<file path="src/rtl/ava_bram_port_arbiter_if.sv">
// rtl/ava_bram_port_arbiter_if.sv - request/response and BRAM port-1 bundle for the port arbiter
interface ava_bram_port_arbiter_if #(
   parameter int ADDR_WIDTH = 10,
   parameter int WORD_WIDTH = 32,
   parameter int GRAN_CNT   = 4
);
   logic [1:0]                 req_valid;
   logic [1:0]                 req_ready;
   logic [1:0][ADDR_WIDTH-1:0] req_addr;
   logic [1:0][GRAN_CNT-1:0]   req_we;
   logic [1:0][WORD_WIDTH-1:0] req_wdata;
   logic [1:0]                 rsp_valid;
   logic [WORD_WIDTH-1:0]      rsp_rdata;
   logic [ADDR_WIDTH-1:0]      mem_a1;
   logic [WORD_WIDTH-1:0]      mem_di1;
   logic                       mem_en1;
   logic [GRAN_CNT-1:0]        mem_we1;
   logic [WORD_WIDTH-1:0]      mem_do1;

   // master: requesters plus the BRAM itself; slave: the arbiter
   modport master (
      output req_valid, req_addr, req_we, req_wdata, mem_do1,
      input  req_ready, rsp_valid, rsp_rdata, mem_a1, mem_di1, mem_en1, mem_we1
   );

   modport slave (
      input  req_valid, req_addr, req_we, req_wdata, mem_do1,
      output req_ready, rsp_valid, rsp_rdata, mem_a1, mem_di1, mem_en1, mem_we1
   );
endinterface

</file>
<file path="src/rtl/ava_bram_port_arbiter.sv">
// rtl/ava_bram_port_arbiter.sv - two-requester arbiter/sequencer for BRAM read/write port 1
module ava_bram_port_arbiter #(
   parameter int WORD_COUNT  = 1024,
   parameter int WORD_WIDTH  = 32,
   parameter int GRANULARITY = 8,
   parameter int MAX_WAIT    = 4
) (
   input logic                    clk,
   input logic                    rst_n,
   ava_bram_port_arbiter_if.slave bus
);
   localparam int ADDR_WIDTH = $clog2(WORD_COUNT);
   localparam int GRAN_CNT   = WORD_WIDTH / GRANULARITY;
   localparam logic [3:0] MAX_WAIT_C = 4'(MAX_WAIT);

   logic [1:0] grant;
   logic [1:0] ready;
   logic       sel;
   logic       xfer;
   logic       is_wr;
   logic       rd_xfer;

   logic       rd_pend_q, rd_pend_d;
   logic       rsp_tag_q, rsp_tag_d;
   logic [3:0] wait_cnt_q, wait_cnt_d;

   // Requester 0 wins ties until requester 1 has been denied MAX_WAIT times in a row
   always_comb begin
      grant = 2'b00;
      if (bus.req_valid[1] && (!bus.req_valid[0] || wait_cnt_q == MAX_WAIT_C)) begin
         grant = 2'b10;
      end else if (bus.req_valid[0]) begin
         grant = 2'b01;
      end
   end

   assign ready   = grant & {2{rst_n}};
   assign sel     = grant[1];
   assign xfer    = |ready;
   assign is_wr   = |bus.req_we[sel];
   assign rd_xfer = xfer && !is_wr;

   assign bus.req_ready = ready;
   assign bus.mem_a1    = bus.req_addr[sel];
   assign bus.mem_di1   = bus.req_wdata[sel];
   assign bus.mem_en1   = rd_xfer;
   assign bus.mem_we1   = xfer ? bus.req_we[sel] : {GRAN_CNT{1'b0}};

   // do1 is held while en1 is low, so a following write cannot corrupt the response
   assign bus.rsp_valid = {rd_pend_q && rsp_tag_q, rd_pend_q && !rsp_tag_q} & {2{rst_n}};
   assign bus.rsp_rdata = bus.mem_do1;

   always_comb begin
      rd_pend_d  = rd_xfer;
      rsp_tag_d  = rd_xfer ? sel : rsp_tag_q;
      wait_cnt_d = wait_cnt_q;
      if (!bus.req_valid[1] || grant[1]) begin
         wait_cnt_d = 4'd0;
      end else if (wait_cnt_q < MAX_WAIT_C) begin
         wait_cnt_d = wait_cnt_q + 4'd1;
      end
   end

   always_ff @(posedge clk) begin
      if (!rst_n) begin
         rd_pend_q  <= 1'b0;
         rsp_tag_q  <= 1'b0;
         wait_cnt_q <= 4'd0;
      end else begin
         rd_pend_q  <= rd_pend_d;
         rsp_tag_q  <= rsp_tag_d;
         wait_cnt_q <= wait_cnt_d;
      end
   end

   logic unused_addr_width;
   assign unused_addr_width = ^ADDR_WIDTH;
endmodule

</file>
<file path="src/flat_wrapper.sv">
// flat-port wrapper written by rule: the top's interface ports become plain ports
module ava_bram_port_arbiter_flat 
#(
   parameter int WORD_COUNT  = 1024,
   parameter int WORD_WIDTH  = 32,
   parameter int GRANULARITY = 8,
   parameter int MAX_WAIT    = 4
)
  (clk, rst_n, bus_req_valid, bus_req_addr, bus_req_we, bus_req_wdata, bus_mem_do1, bus_req_ready, bus_rsp_valid, bus_rsp_rdata, bus_mem_a1, bus_mem_di1, bus_mem_en1, bus_mem_we1);
  ava_bram_port_arbiter_if #(.WORD_WIDTH(WORD_WIDTH)) bus_i ();
  input logic clk;
  input logic rst_n;
  input wire logic [$bits(bus_i.req_valid)-1:0] bus_req_valid;
  input wire logic [$bits(bus_i.req_addr)-1:0] bus_req_addr;
  input wire logic [$bits(bus_i.req_we)-1:0] bus_req_we;
  input wire logic [$bits(bus_i.req_wdata)-1:0] bus_req_wdata;
  input wire logic [$bits(bus_i.mem_do1)-1:0] bus_mem_do1;
  output wire logic [$bits(bus_i.req_ready)-1:0] bus_req_ready;
  output wire logic [$bits(bus_i.rsp_valid)-1:0] bus_rsp_valid;
  output wire logic [$bits(bus_i.rsp_rdata)-1:0] bus_rsp_rdata;
  output wire logic [$bits(bus_i.mem_a1)-1:0] bus_mem_a1;
  output wire logic [$bits(bus_i.mem_di1)-1:0] bus_mem_di1;
  output wire logic [$bits(bus_i.mem_en1)-1:0] bus_mem_en1;
  output wire logic [$bits(bus_i.mem_we1)-1:0] bus_mem_we1;
  assign bus_i.req_valid = bus_req_valid;
  assign bus_i.req_addr = bus_req_addr;
  assign bus_i.req_we = bus_req_we;
  assign bus_i.req_wdata = bus_req_wdata;
  assign bus_i.mem_do1 = bus_mem_do1;
  assign bus_req_ready = bus_i.req_ready;
  assign bus_rsp_valid = bus_i.rsp_valid;
  assign bus_rsp_rdata = bus_i.rsp_rdata;
  assign bus_mem_a1 = bus_i.mem_a1;
  assign bus_mem_di1 = bus_i.mem_di1;
  assign bus_mem_en1 = bus_i.mem_en1;
  assign bus_mem_we1 = bus_i.mem_we1;
  ava_bram_port_arbiter #(.WORD_COUNT(WORD_COUNT), .WORD_WIDTH(WORD_WIDTH), .GRANULARITY(GRANULARITY), .MAX_WAIT(MAX_WAIT)) u_core (.clk(clk), .rst_n(rst_n), .bus(bus_i));
endmodule
</file>
<file path="config.mk">
export PLATFORM = sky130hd
export DESIGN_NAME = ava_bram_port_arbiter_flat
export DESIGN_NICKNAME = d
export VERILOG_FILES = /design/src/rtl/ava_bram_port_arbiter_if.sv /design/src/rtl/ava_bram_port_arbiter.sv /design/src/flat_wrapper.sv
export SDC_FILE = /design/constraint.sdc
export NUM_CORES = 1
export LEC_CHECK = 0
export CORE_UTILIZATION = 21
export CTS_CLUSTER_DIAMETER = 120
export DETAILED_ROUTE_END_ITERATION = 7
export GPL_TIMING_DRIVEN = 0
export PLACE_DENSITY = 0.88
export SYNTH_ARGS = -nofsm -noshare
export SYNTH_HDL_FRONTEND = slang
export SYNTH_SLANG_ARGS = --single-unit
</file>
<file path="constraint.sdc">
create_clock -name clk -period 1.53 [get_ports clk]
set_input_delay 0.2295 -clock clk [delete_from_list [all_inputs] [get_ports clk]]
set_output_delay 0.2295 -clock clk [all_outputs]
set_load 0.01 [all_outputs]
</file>
==> results.tsv, run 1 <==
metric	value	unit
cts_root_buf	clkbuf_8	
ys_types	29	
ctsHoldBuffers	0	
whs	360.4	ps
setup_viol	50	
top_level_ports	211	
die_area	0.007010	mm²
drc	0	
start_kind	flop	
max-vdd-ir-drop	398.6	µV
initial_core_util	21.96	%
maxSlewHeadroom	64.65	%
final_util	57.84	%
core	0.006386	mm²
synth_commonest_cells	mux2_4, buf_4, a21oi_1, dfxtp_1	
n_antenna_cell	0	
path_class	reg2out	
ys_seq_elements	6	
io_buffers	176	
synthesis.area	0.001403	mm²
power.density	385.7	mW/mm²
hold_depth	2	
place.gp.congestion	0.7856	
status	complete, but fails checks	
r2r-start	u_core.wait_cnt_q[1]	
grt_pass1_vias	1905	
postLayoutSetupSlackWorst	-381.4	ps
synth_top_cell_by_area	mux2_4	
num_vias	1778	
wire_per_inst	15.46	µm
synth_area_leaders	mux2_4, buf_4, dfxtp_1	
placedInstanceArea	0.003276	mm²
ys_seq_area_share	8.564	%
fin_tns_setup	-16560	ps
final_nets	470	
clock-sinks	6	
async_flop_share	0	%
numCtsBuffers	3	
routed_via_density	4.284	
antenna_found_initial	0	
worst_slew_pin_slew	526.7	ps
required	1300	ps
ant_nets	0	
grt_pass1_wl	9584	µm
crit_path_end_kind	primary output	
total_power	1.425	mW
fin_skew	1.070	ps
die_w	83.73	µm
routed_wl	6415	µm
period_share	124.9	%
drt_iter0_drc	22	
dp_hpwl	5273	µm
violations	negative setup slack	
syn_to_final_growth	163.3	%
slew_violations	0	
reg2reg_slack	-10	ps
p_leak	1.695	nW
synth_top_cell_area_share	40.68	%
yosys_warnings	0	
grtUsageTotal	17.13	%
cts_tree	yes	
first_pass_iters	4	
hp-start	rst_n	
avgSynthCellArea	10.39	µm²
hold_path.class	in2reg	
htree_levels	1	
r2r-end	u_core.rsp_tag_q	
hold_viol_final	0	
hold_path_end	u_core.rsp_tag_q	
synth.most_common_cell	mux2_4	
placement_rows	29	
synth_fp_nets	265	
clockBufferDepth	2	
reg2reg_depth	9	
synth_flop_cell	dfxtp_1	
finalCriticalPeriod	1911	ps
fillers	539	
cp_max_fo	5	
die_h	83.73	µm
synth-edff-count	0	
drive_gt1_share	51.78	%
syn_inst	135	
grt_max_degree	11	
clkSlewWorstSetupHoldPaths	40	ps
max_freq	523.2	MHz
clk-insertion-delay-late	220	ps
grt.overflow.total	0	
cp_data_arrival_time	1680	ps
stdcell_area	0.003694	mm²
grt_setup_unrepaired	yes	
max-cap-violations	0	
[power breakdown]
| group | switching, mW | leakage (nW) | internal (mW) |
|---|---|---|---|
| combinational | 0.316 | 1.62 | 0.716 |
| sequential | 0.00136 | 0.0494 | 0.160 |
| clock | 0.0626 | 0.0216 | 0.169 |
| total | 0.380 | 1.70 | 1.04 |
[timing repair]
| item | CTS | global route |
|---|---|---|
| pin swaps | 6 | 8 |
| endpoints found under the hold margin | 0 | 0 |
| buffers inserted | 19 | 3 |
| gates resized for setup | 262 | 14 |
| endpoints found under the setup margin | 50 | 51 |
| gates cloned | 4 | 0 |
[how the worst max path moves through the flow]
stage | startpoint | endpoint | slack [ps] | cells past startpoint
2_1_floorplan | u_core.wait_cnt_q[1] | bus_mem_di1[10] | 20 | 6
3_3_place_gp | bus_req_valid[0] | bus_mem_a1[0] | -820 | 6
3_5_place_dp | bus_req_valid[0] | bus_mem_di1[17] | -880 | 6
4_1_cts | u_core.wait_cnt_q[0] | bus_mem_di1[17] | -390 | 8
5_1_grt | u_core.wait_cnt_q[1] | bus_mem_di1[17] | -430 | 8
6_report | u_core.wait_cnt_q[1] | bus_mem_di1[17] | -380 | 8
[per-stage QoR]
step           cells  setup slack (ps)
3_5_place_dp     388            -879.1
6_report         415            -381.4
2_1_floorplan    135             15.84
3_3_place_gp     388            -815.3
5_1_grt          415            -429.3
4_1_cts          413            -394.9
[critical path: stages, from the launching register on]
cell and delay, ps:
dfxtp_2 320, inv_2 60, ha_4 140, nand4b_4 140
nand2_8 110, buf_6 120, buf_12 120, mux2_4 320
buf_6 130
[registers in the layout (all words and copies together) (netlist names)]
name,count
u_core.wait_cnt_q,4
u_core.rd_pend_q,1
u_core.rsp_tag_q,1
[placed cells by master (no fill, tap or decap), types with 4 or more instances in the layout]
| cell | synthesis | layout |
|---|---|---|
| buf_4 | 32 | 44 |
| dlygate4sd2_1 | 0 | 6 |
| o211ai_1 | 5 | 5 |
| buf_16 | 0 | 4 |
| mux2_4 | 38 | 39 |
| nor2_1 | 5 | 5 |
| buf_6 | 1 | 52 |
| a21oi_1 | 8 | 5 |
| buf_2 | 0 | 6 |
| buf_12 | 4 | 5 |
| dfxtp_1 | 6 | 4 |
| clkdlybuf4s50_1 | 0 | 120 |
[cell families (layout without fill, tap and decap cells)]
kind of cell,after synthesis,count (layout),share of synthesized area (%)
mux,42,42,43.89
compound gates,18,18,8.119
buf+inv,43,246,25.25
flops,6,6,8.564
simple gates,23,23,11.78
xor+xnor,1,1,0.6246
fa+ha+maj,2,2,1.784
[routing by layer]
metal,share of wire [%],routed length [µm],global-route usage (%)
met4,1.9,121,3.390
met3,6.1,389,3.462
met5,0,0,0
met1,32,2061,15.33
met2,60,3843,37.84
[cell type report]
type	count	area (µm²)	share of cell area [%]
Buffer	38	336.6	9.112
Inverter	4	15.01	0.4065
Multi-Input combinational cell	86	991.0	26.83
Timing Repair Buffer	201	2091	56.61
Tap cell	77	96.34	2.608
Clock buffer	3	41.29	1.118
Sequential cell	6	122.6	3.320
No activity file was read; power rests on OpenSTA's default activity.
==> run 2: changes to the inputs <==
- PLACE_DENSITY: 0.88 -> 0.8
- REMOVE_ABC_BUFFERS: not set -> 1
==> results.tsv, run 2 (same netlist as run 1, synthesis figures left out) <==
metric	value	unit	change
syn_to_final_growth	123.7	%	
max-cap-violations	0		unchanged
worst_slew_pin_slew	672.5	ps	+145.8 ps
reg2reg_depth	8		-1
setup_viol	49		-2.0%
ant_nets	0		unchanged
clkSlewWorstSetupHoldPaths	30	ps	about the same
status	complete, but fails checks		
path_class	reg2out		
initial_core_util	21.96	%	unchanged
grt.overflow.total	0		unchanged
wire_per_inst	18.08	µm	+17%
htree_levels	1		unchanged
postLayoutSetupSlackWorst	-394.8	ps	-13.44 ps
cts_tree	yes		
max_freq	519.5	MHz	-0.70%
crit_path_end_kind	primary output		
final_common_cell	clkdlybuf4s50_1		
hold_path.class	in2reg		
finalCriticalPeriod	1925	ps	+13.44 ps
hold_depth	2		unchanged
drive_gt1_share	50.18	%	-1.6 points
cp_slowest_cell	dfxtp_2		
top_level_ports	211		unchanged
r2r-start	u_core.wait_cnt_q[0]		
die_area	0.007010	mm²	unchanged
cp_data_arrival_time	1700	ps	+20 ps
max_stage_delay	320	ps	about the same
dp_hpwl	4529	µm	-14%
hold_path_end	u_core.rsp_tag_q		
antenna_found_initial	0		unchanged
grt_pass1_wl	8963	µm	-6.5%
max-vdd-ir-drop	485.9	µV	+22%
whs	346.4	ps	-14.05 ps
die_h	83.73	µm	unchanged
final_cell_mix	clkdlybuf4s50_1, buf_6, mux2_4		
grtUsageTotal	16.64	%	-0.49 points
p_leak	1.388	nW	-18%
grt_pass1_vias	1603		-16%
grt_setup_unrepaired	yes		
io_buffers	146		-17%
crit_cells	8		unchanged
cts_root_buf	clkbuf_8		
final_nets	405		-14%
path_buf_inv	4		unchanged
final_util	49.14	%	-8.7 points
slew_violations	0		unchanged
routed_wl	6329	µm	-1.3%
total_power	1.218	mW	-15%
largest-register	u_core.wait_cnt_q		
violations	negative setup slack		
num_vias	1591		-11%
fin_skew	0.6181	ps	-0.4515 ps
clockBufferDepth	2		unchanged
core	0.006386	mm²	unchanged
period_share	125.8	%	+0.88 points
start_kind	flop		
clock-sinks	6		unchanged
drc	0		unchanged
reg2reg_slack	120	ps	+130 ps
hp-start	rst_n		
cp_max_fo	7		+2
r2r-end	u_core.rd_pend_q		
largest_reg_flops	4		unchanged
maxSlewHeadroom	54.69	%	-10 points
reg_top3	u_core.wait_cnt_q x4, u_core.rd_pend_q x1, u_core.rsp_tag_q x1		
placement_rows	29		unchanged
place.gp.congestion	0.8135		+3.6%
first_pass_iters	4		unchanged
drt_iter0_drc	28		+27%
required	1300	ps	about the same
path_cells	inv_2 -> ha_4 -> nand4b_4 -> buf_12 -> buf_8 -> nand2_8 -> mux2_4 -> buf_6		
n_antenna_cell	0		unchanged
numCtsBuffers	3		unchanged
cpLargestDelayFamily	buffers and inverters		
hold_viol_final	0		unchanged
routed_via_density	4.546		+6.1%
power.density	388.1	mW/mm²	+0.62%
grt_max_degree	11		unchanged
die_w	83.73	µm	unchanged
fillers	600		+11%
clk-insertion-delay-late	220	ps	about the same
[run 2: worst max path at each step]
| stage | endpoint | slack (ps) | from |
|---|---|---|---|
| 2_1_floorplan | bus_mem_a1[8] | -190 | u_core.wait_cnt_q[0] |
| 3_3_place_gp | bus_mem_di1[0] | -1220 | bus_req_valid[1] |
| 3_5_place_dp | bus_mem_a1[8] | -1250 | bus_req_valid[1] |
| 4_1_cts | bus_mem_a1[2] | -390 | u_core.wait_cnt_q[1] |
| 5_1_grt | bus_mem_a1[4] | -440 | u_core.wait_cnt_q[0] |
| 6_report | bus_mem_a1[4] | -390 | u_core.wait_cnt_q[0] |
[run 2: power by group]
group	switching, mW	total, mW	leakage, nW	internal (mW)
Clock	0.0581	0.226	0.0216	0.168
Sequential	0.00135	0.161	0.0499	0.160
Combinational	0.259	0.831	1.32	0.572
Total	0.319	1.22	1.39	0.899
[run 2: layer usage]
metal | vias to the layer above | routed length [µm] | track usage, %
li1 | 740 | - | -
met1 | 721 | 2435 | 18.51
met2 | 121 | 2958 | 27.64
met3 | 7 | 873 | 10.48
met4 | 2 | 28 | 1.079
met5 | - | 34 | 3.788
[run 2: layout make-up]
cell class | count | area, µm² | share of cell area, %
Tap cell | 77 | 96.34 | 3.070
Clock buffer | 3 | 41.29 | 1.316
Sequential cell | 6 | 123.9 | 3.947
Inverter | 4 | 15.01 | 0.4785
Timing Repair Buffer | 167 | 1749 | 55.74
Multi-Input combinational cell | 93 | 1112 | 35.45
[run 2: stage by stage]
step | area [µm²] | TNS [ps] | worst slack (ps) | cells
after global placement | 2621 | -56120 | -1222 | 319
after detailed placement | 2621 | -57260 | -1248 | 319
after floorplan | 1064 | -5647 | -186.8 | 96
after global routing | 3138 | -19260 | -438.9 | 350
after CTS | 3099 | -16930 | -393.4 | 348
final | 3138 | -16920 | -394.8 | 350
[run 2: timing repair]
item,in CTS,in global routing
gates resized for setup,275,6
pin swaps,6,6
setup buffers,19,2
hold buffers,0,0
gates cloned,7,0
endpoints found under the setup margin,52,51
hold endpoints to repair,0,0
==> variant 1: new RTL, settings of run 2 <==
Change the parameter `ADDR_WIDTH` of `ava_bram_port_arbiter_if` from 10 to 11.
--- a/src/rtl/ava_bram_port_arbiter_if.sv
+++ b/src/rtl/ava_bram_port_arbiter_if.sv
@@ -1,5 +1,5 @@
 // rtl/ava_bram_port_arbiter_if.sv - request/response and BRAM port-1 bundle for the port arbiter
 interface ava_bram_port_arbiter_if #(
-   parameter int ADDR_WIDTH = 10,
+   parameter int ADDR_WIDTH = 11,
    parameter int WORD_WIDTH = 32,
    parameter int GRAN_CNT   = 4
Interface: changed (resized bus_mem_a1 and bus_req_addr); port bits go from 211 to 214. No check against the original RTL was run, so the function may have changed too.
==> variant 1 against run 2 <==
  * The run ends with design-rule violations, negative setup slack left
  * Clock skew up 0.0015 ns
  * Sequential cell count stayed put
  * Non-clock buffer count rose by 1
  * Routed wire length grew 0.19%
  * Critical path depth did not move
  * Worst setup slack better by 0.029 ns
  * Synthesized area rose by 0.80%
  * Final area grew 0.64%
  * Power grew 0.90%
  * Sequential share of layout area is 0.065 points lower
  * Combinational power grew 0.7%
  * Via count barely moved
  * Largest cell class unchanged
==> variant 1: results (changes against run 2) <==
# DRC: 22 (was 0)
Crit-path max FO: 6 (was 7)
Antenna violations before repair: 0 (unchanged)
Clock power frac: 0.188 (was 0.186)
M2 GR Usage: 0.268 (was 0.276)
H-tree lvl count: 1 (unchanged)
Leakage: 1.43 nW (was 1.39 nW)
Part of the power in combinational logic: 0.681 (was 0.682)
Global routing usage on met3: 0.0900 (was 0.105)
PD cells: 389 nW/um2 (was 388 nW/um2)
GR Layer Usage met1: 0.212 (was 0.185)
Relative slew slack: 0.425 (was 0.547)
Crit path to: bus_mem_a1[4] (unchanged)
Routed len/inst: 18.1 um (about the same)
Status: finished, violations left (unchanged)
Clk_skew: 0.00216 ns (was 0.000618 ns)
Netlist cell types: 29 (unchanged)
Hold Crit Start: rst_n (unchanged)
Seq/Total Area, Yosys: 0.0850 (was 0.0856)
R2R Path Start: u_core.wait_cnt_q[1] (was u_core.wait_cnt_q[0])
Data arrival time of the critical path: 1.67 ns (was 1.70 ns)
Async set-or-reset flop fraction in the synthesized netlist: 0 (unchanged)
Hold path endpoint: u_core.rsp_tag_q (unchanged)
Worst Hold Class: input port to flip-flop (unchanged)
CTS clk-pin slew, worst paths: 0.03 ns (about the same)
Pin count of the biggest net entering global routing: 11 (unchanged)
DR pass1 iterations: 8 (was 4)
Switch share: 0.266 (was 0.262)
FF-to-FF setup slack: 0.09 ns (was 0.12 ns)
Clock buffer depth: 2 (unchanged)
Biggest regs: u_core.wait_cnt_q: 4 flops, u_core.rd_pend_q: 1 flops, u_core.rsp_tag_q: 1 flops (unchanged)
Share of layout cells above drive strength 1: 0.511 (was 0.502)
Final Non-Filler Cells: 351 (was 350)
Failing checks: design-rule violations, negative setup slack (was negative setup slack)
Count of cells along the worst hold path: 2 (unchanged)
FILL cells: 578 (was 600)
Setup violations, final: 50 (was 49)
Nets: 408 (was 405)
Ys flop type: dfxtp_1 (unchanged)
Via Count: 1592 (was 1591)
Root Buffer: clkbuf_8 (unchanged)
Top post-synthesis cells by area: mux2_4, buf_4, dfxtp_1 (unchanged)
Yosys warnings: 0 (unchanged)
First-pass GRT wire length: 9030 um (was 8960 um)
Final HPWL DP: 4610 um (was 4530 um)
Port Buf Inserts: 149 (was 146)
GR Util All Layers: 0.170 (was 0.166)
Worst vdd ir: 0.607 mV (was 0.486 mV)
Inst Count DP: 323 (was 319)
Setup ws final: -0.365 ns (was -0.395 ns)
R2r endpoint: u_core.rsp_tag_q (was u_core.rd_pend_q)
Ant diodes: 0 (unchanged)
Placer Congestion: 0.780 (was 0.814)
CTS buffer count: 3 (unchanged)
Drt first-iter violations: 48 (was 28)
Mapped Avg Cell Area: 10.4 um2 (about the same)
==> variant 1: critical path, stage by stage (launching register included) <==
cell	delay, ns
dfxtp_2	0.32
inv_2	0.06
ha_4	0.13
nand4b_4	0.10
buf_12	0.17
buf_12	0.13
nand2_8	0.10
mux2_4	0.31
buf_6	0.12
==> variant 1: layer usage <==
layer  vias to the layer above  wire [um]
li1                        742          -
met1                       732       2590
met2                       112       2920
met3                         6        802
met4                         0         22
met5                         -          0
==> variant 1: cell families (layout without fill, tap and decap cells) <==
logic type                 count (synthesis)  after routing  synth area share
and+or+nand+nor                           23             29             0.117
buffers and inverters                     43            175             0.250
xor gates and xnor gates                   1              1           0.00620
DFF                                        6              6            0.0850
muxes                                     43             43             0.443
adders and majority gates                  2              2            0.0177
AOI/OAI and AO/OA                         18             18            0.0805
==> variant 1: final cells by class <==
type | count | area [um2] | area share
Sequential cell | 6 | 123 | 0.0388
Clock buffer | 3 | 41.3 | 0.0131
Timing Repair Buffer | 168 | 1760 | 0.557
Inverter | 4 | 15.0 | 0.00475
Multi-Input combinational cell | 93 | 1120 | 0.356
Tap cell | 77 | 96.3 | 0.0305
==> variant 1: through the flow <==
stage	util	setup WS, ns	TNS (ns)	hold slack [ns]	cell area [um2]
after CTS	0.478	-0.397	-16.10	0.442	3070
after floorplan	-	-0.191	-6.01	0.369	1070
final	0.492	-0.365	-16.10	0.449	3160
after detailed placement	0.415	-1.25	-59.22	0.459	2660
after global routing	0.492	-0.428	-19.29	0.459	3160
after global placement	0.415	-1.23	-57.63	0.459	2660
==> variant 1: what timing repair did <==
| item | 4_1_cts | 5_1_grt |
|---|---|---|
| pin swaps | 5 | 7 |
| endpoints found under the setup margin | 54 | 51 |
| cloned | 6 | 0 |
| buffers inserted | 14 | 5 |
| gates resized for setup | 273 | 13 |
| hold buffers | 0 | 0 |
==> variant 2: new RTL, flow settings as in run 2 <==
Made on the original files. Make the reset (`rst_n`) asynchronous in one clocked block.
--- a/src/rtl/ava_bram_port_arbiter.sv
+++ b/src/rtl/ava_bram_port_arbiter.sv
@@ -62,5 +62,5 @@
    end
 
-   always_ff @(posedge clk) begin
+   always_ff @(posedge clk or negedge rst_n) begin
       if (!rst_n) begin
          rd_pend_q  <= 1'b0;
Behaviour: differs if rst_n is asserted again (counterexample within 10 cycles, from zero or initial values and one cycle with rst_n low); with rst_n held inactive, the same outputs for 10 cycles.
==> variant 2 against run 2 <==
  * The run still ends with negative setup slack left
  * Via count down 4.4%
  * Power down 1.8%
  * First-iteration DRC count up 79%
  * Worst setup slack worse by 0.36 ns
  * Final area down 10%
  * Sequential cell count unchanged
  * Non-clock buffer count up 2
  * Synthesized area down 17%
  * Hold slack better by 0.11 ns
  * Routed wire length up 0.16%
==> variant 2: results (changes against run 2) <==
Routed met3 length: 1110 um (was 873 um)
Count leader, synth: buf_4 (was mux2_4)
Setup ws final: -0.757 ns (was -0.395 ns)
Antenna violations before repair: 0 (unchanged)
Routed len/inst: 19.3 um (was 18.1 um)
Status: finished, violations left (unchanged)
Pin count of the biggest net entering global routing: 17 (was 11)
Failing checks: negative setup slack (unchanged)
Final core occ: 0.539 (was 0.491)
Final HPWL DP: 4770 um (was 4530 um)
H-tree lvl count: 1 (unchanged)
Critical path's slowest cell: dfrtp_1 (was dfxtp_2)
Ys flop type: dfrtp_1 (was dfxtp_1)
Via density: 4.64 (was 4.55)
First-pass GRT wire length: 9270 um (was 8960 um)
Placer Congestion: 0.815 (was 0.814)
DR pass1 iterations: 4 (unchanged)
Crit-path max FO: 5 (was 7)
Worst vdd ir: 0.272 mV (was 0.486 mV)
Post-DP Area: 2450 um2 (was 2620 um2)
GR Util All Layers: 0.211 (was 0.166)
Data arrival time of the critical path: 2.06 ns (was 1.70 ns)
Final setup TNS: -31.89 ns (was -16.92 ns)
Vias in the first global route: 1655 (was 1603)
Relative slew slack: 0.741 (was 0.547)
Clock buffer depth: 2 (unchanged)
Nets: 390 (was 405)
Metal-1 WL: 2190 um (was 2440 um)
Top Layer Used: met5 (unchanged)
Share of layout cells above drive strength 1: 0.481 (was 0.502)
Clk_skew: 0.00173 ns (was 0.000618 ns)
R2R Path Start: u_core.wait_cnt_q[0] (unchanged)
DR WL met2: 2910 um (was 2960 um)
Top post-synthesis cells by area: mux2_2, buf_4, dfrtp_1 (was mux2_4, buf_4, dfxtp_1)
Leakage: 1.25 nW (was 1.39 nW)
Synth cell count leaders: buf_4, mux2_2, mux2_1 (was mux2_4, buf_4, a21oi_1)
Seq/Total Area, Yosys: 0.129 (was 0.0856)
Netlist cell types: 25 (was 29)
FILL cells: 478 (was 600)
Async set-or-reset flop fraction in the synthesized netlist: 1.00 (was 0)
Setup violations, final: 49 (unchanged)
Port Buf Inserts: 146 (unchanged)
Drt first-iter violations: 50 (was 28)
Slowest cell delay on critical path: 0.38 ns (was 0.32 ns)
[variant 2: per-layer routing]
layer | track usage | vias up
met5 | 0.0545 | -
met4 | 0.0692 | 2
met2 | 0.323 | 129
met1 | 0.220 | 691
li1 | - | 688
met3 | 0.156 | 11
[variant 2: power by group]
| group | leakage [nW] | switching (mW) | internal [mW] | total [mW] |
|---|---|---|---|---|
| clock network | 0.0216 | 0.0769 | 0.170 | 0.247 |
| registers | 0.0817 | 0.00526 | 0.167 | 0.173 |
| logic | 1.15 | 0.243 | 0.533 | 0.776 |
[variant 2: final cells by class]
class / count / share of cell area
flip-flops and latches: 6 / 0.0532
well taps: 70 / 0.0310
clock buffers: 3 / 0.0146
repair buffers: 169 / 0.608
inverters: 3 / 0.00399
multi-input cells: 77 / 0.289
[variant 2: final timing paths]
check                      cells after the start              endpoint  slack [ns]
max                                            9         bus_mem_a1[1]       -0.76
min                                            3      u_core.rd_pend_q        0.46
max reg2reg                                    7      u_core.rd_pend_q        0.01
min reg2reg                                    2  u_core.wait_cnt_q[2]        0.60
max in group asynchronous                      2  u_core.wait_cnt_q[2]        0.71
min in group asynchronous                      2  u_core.wait_cnt_q[3]        0.59
[variant 2: per-stage QoR]
stage	instances	worst slack [ns]	total power, mW
3_5_place_dp	303	-1.25	0.836
4_1_cts	324	-0.747	1.20
6_report	328	-0.757	1.20
3_3_place_gp	302	-2.46	0.826
2_1_floorplan	86	-1.20	0.369
5_1_grt	328	-0.814	1.26
[variant 2: timing repair]
action,in CTS,in global routing
hold buffers,1,0
gates resized for setup,204,41
cloned,4,0
setup endpoints to repair,53,52
endpoints found under the hold margin,6,0
pin swaps,3,3
setup buffers,13,7
[variant 2: cell families (layout without fill, tap and decap cells)]
| family | after synthesis | after routing | share of synthesized area |
|---|---|---|---|
| simple gates | 20 | 20 | 0.0968 |
| buf+inv | 42 | 175 | 0.261 |
| mux | 42 | 42 | 0.406 |
| flops | 6 | 6 | 0.129 |
| fa+ha+maj | 2 | 2 | 0.0215 |
| compound gates | 13 | 13 | 0.0849 |
[variant 2: worst max-delay path, delay by kind of cell, from the launching register on]
| kind | cells | cell delay (ns) |
|---|---|---|
| AOI/OAI and AO/OA | 1 | 0.27 |
| adders and majority gates | 1 | 0.14 |
| and+or+nand+nor | 1 | 0.12 |
| muxes | 1 | 0.30 |
| buffers and inverters | 5 | 0.61 |
| DFF | 1 | 0.38 |
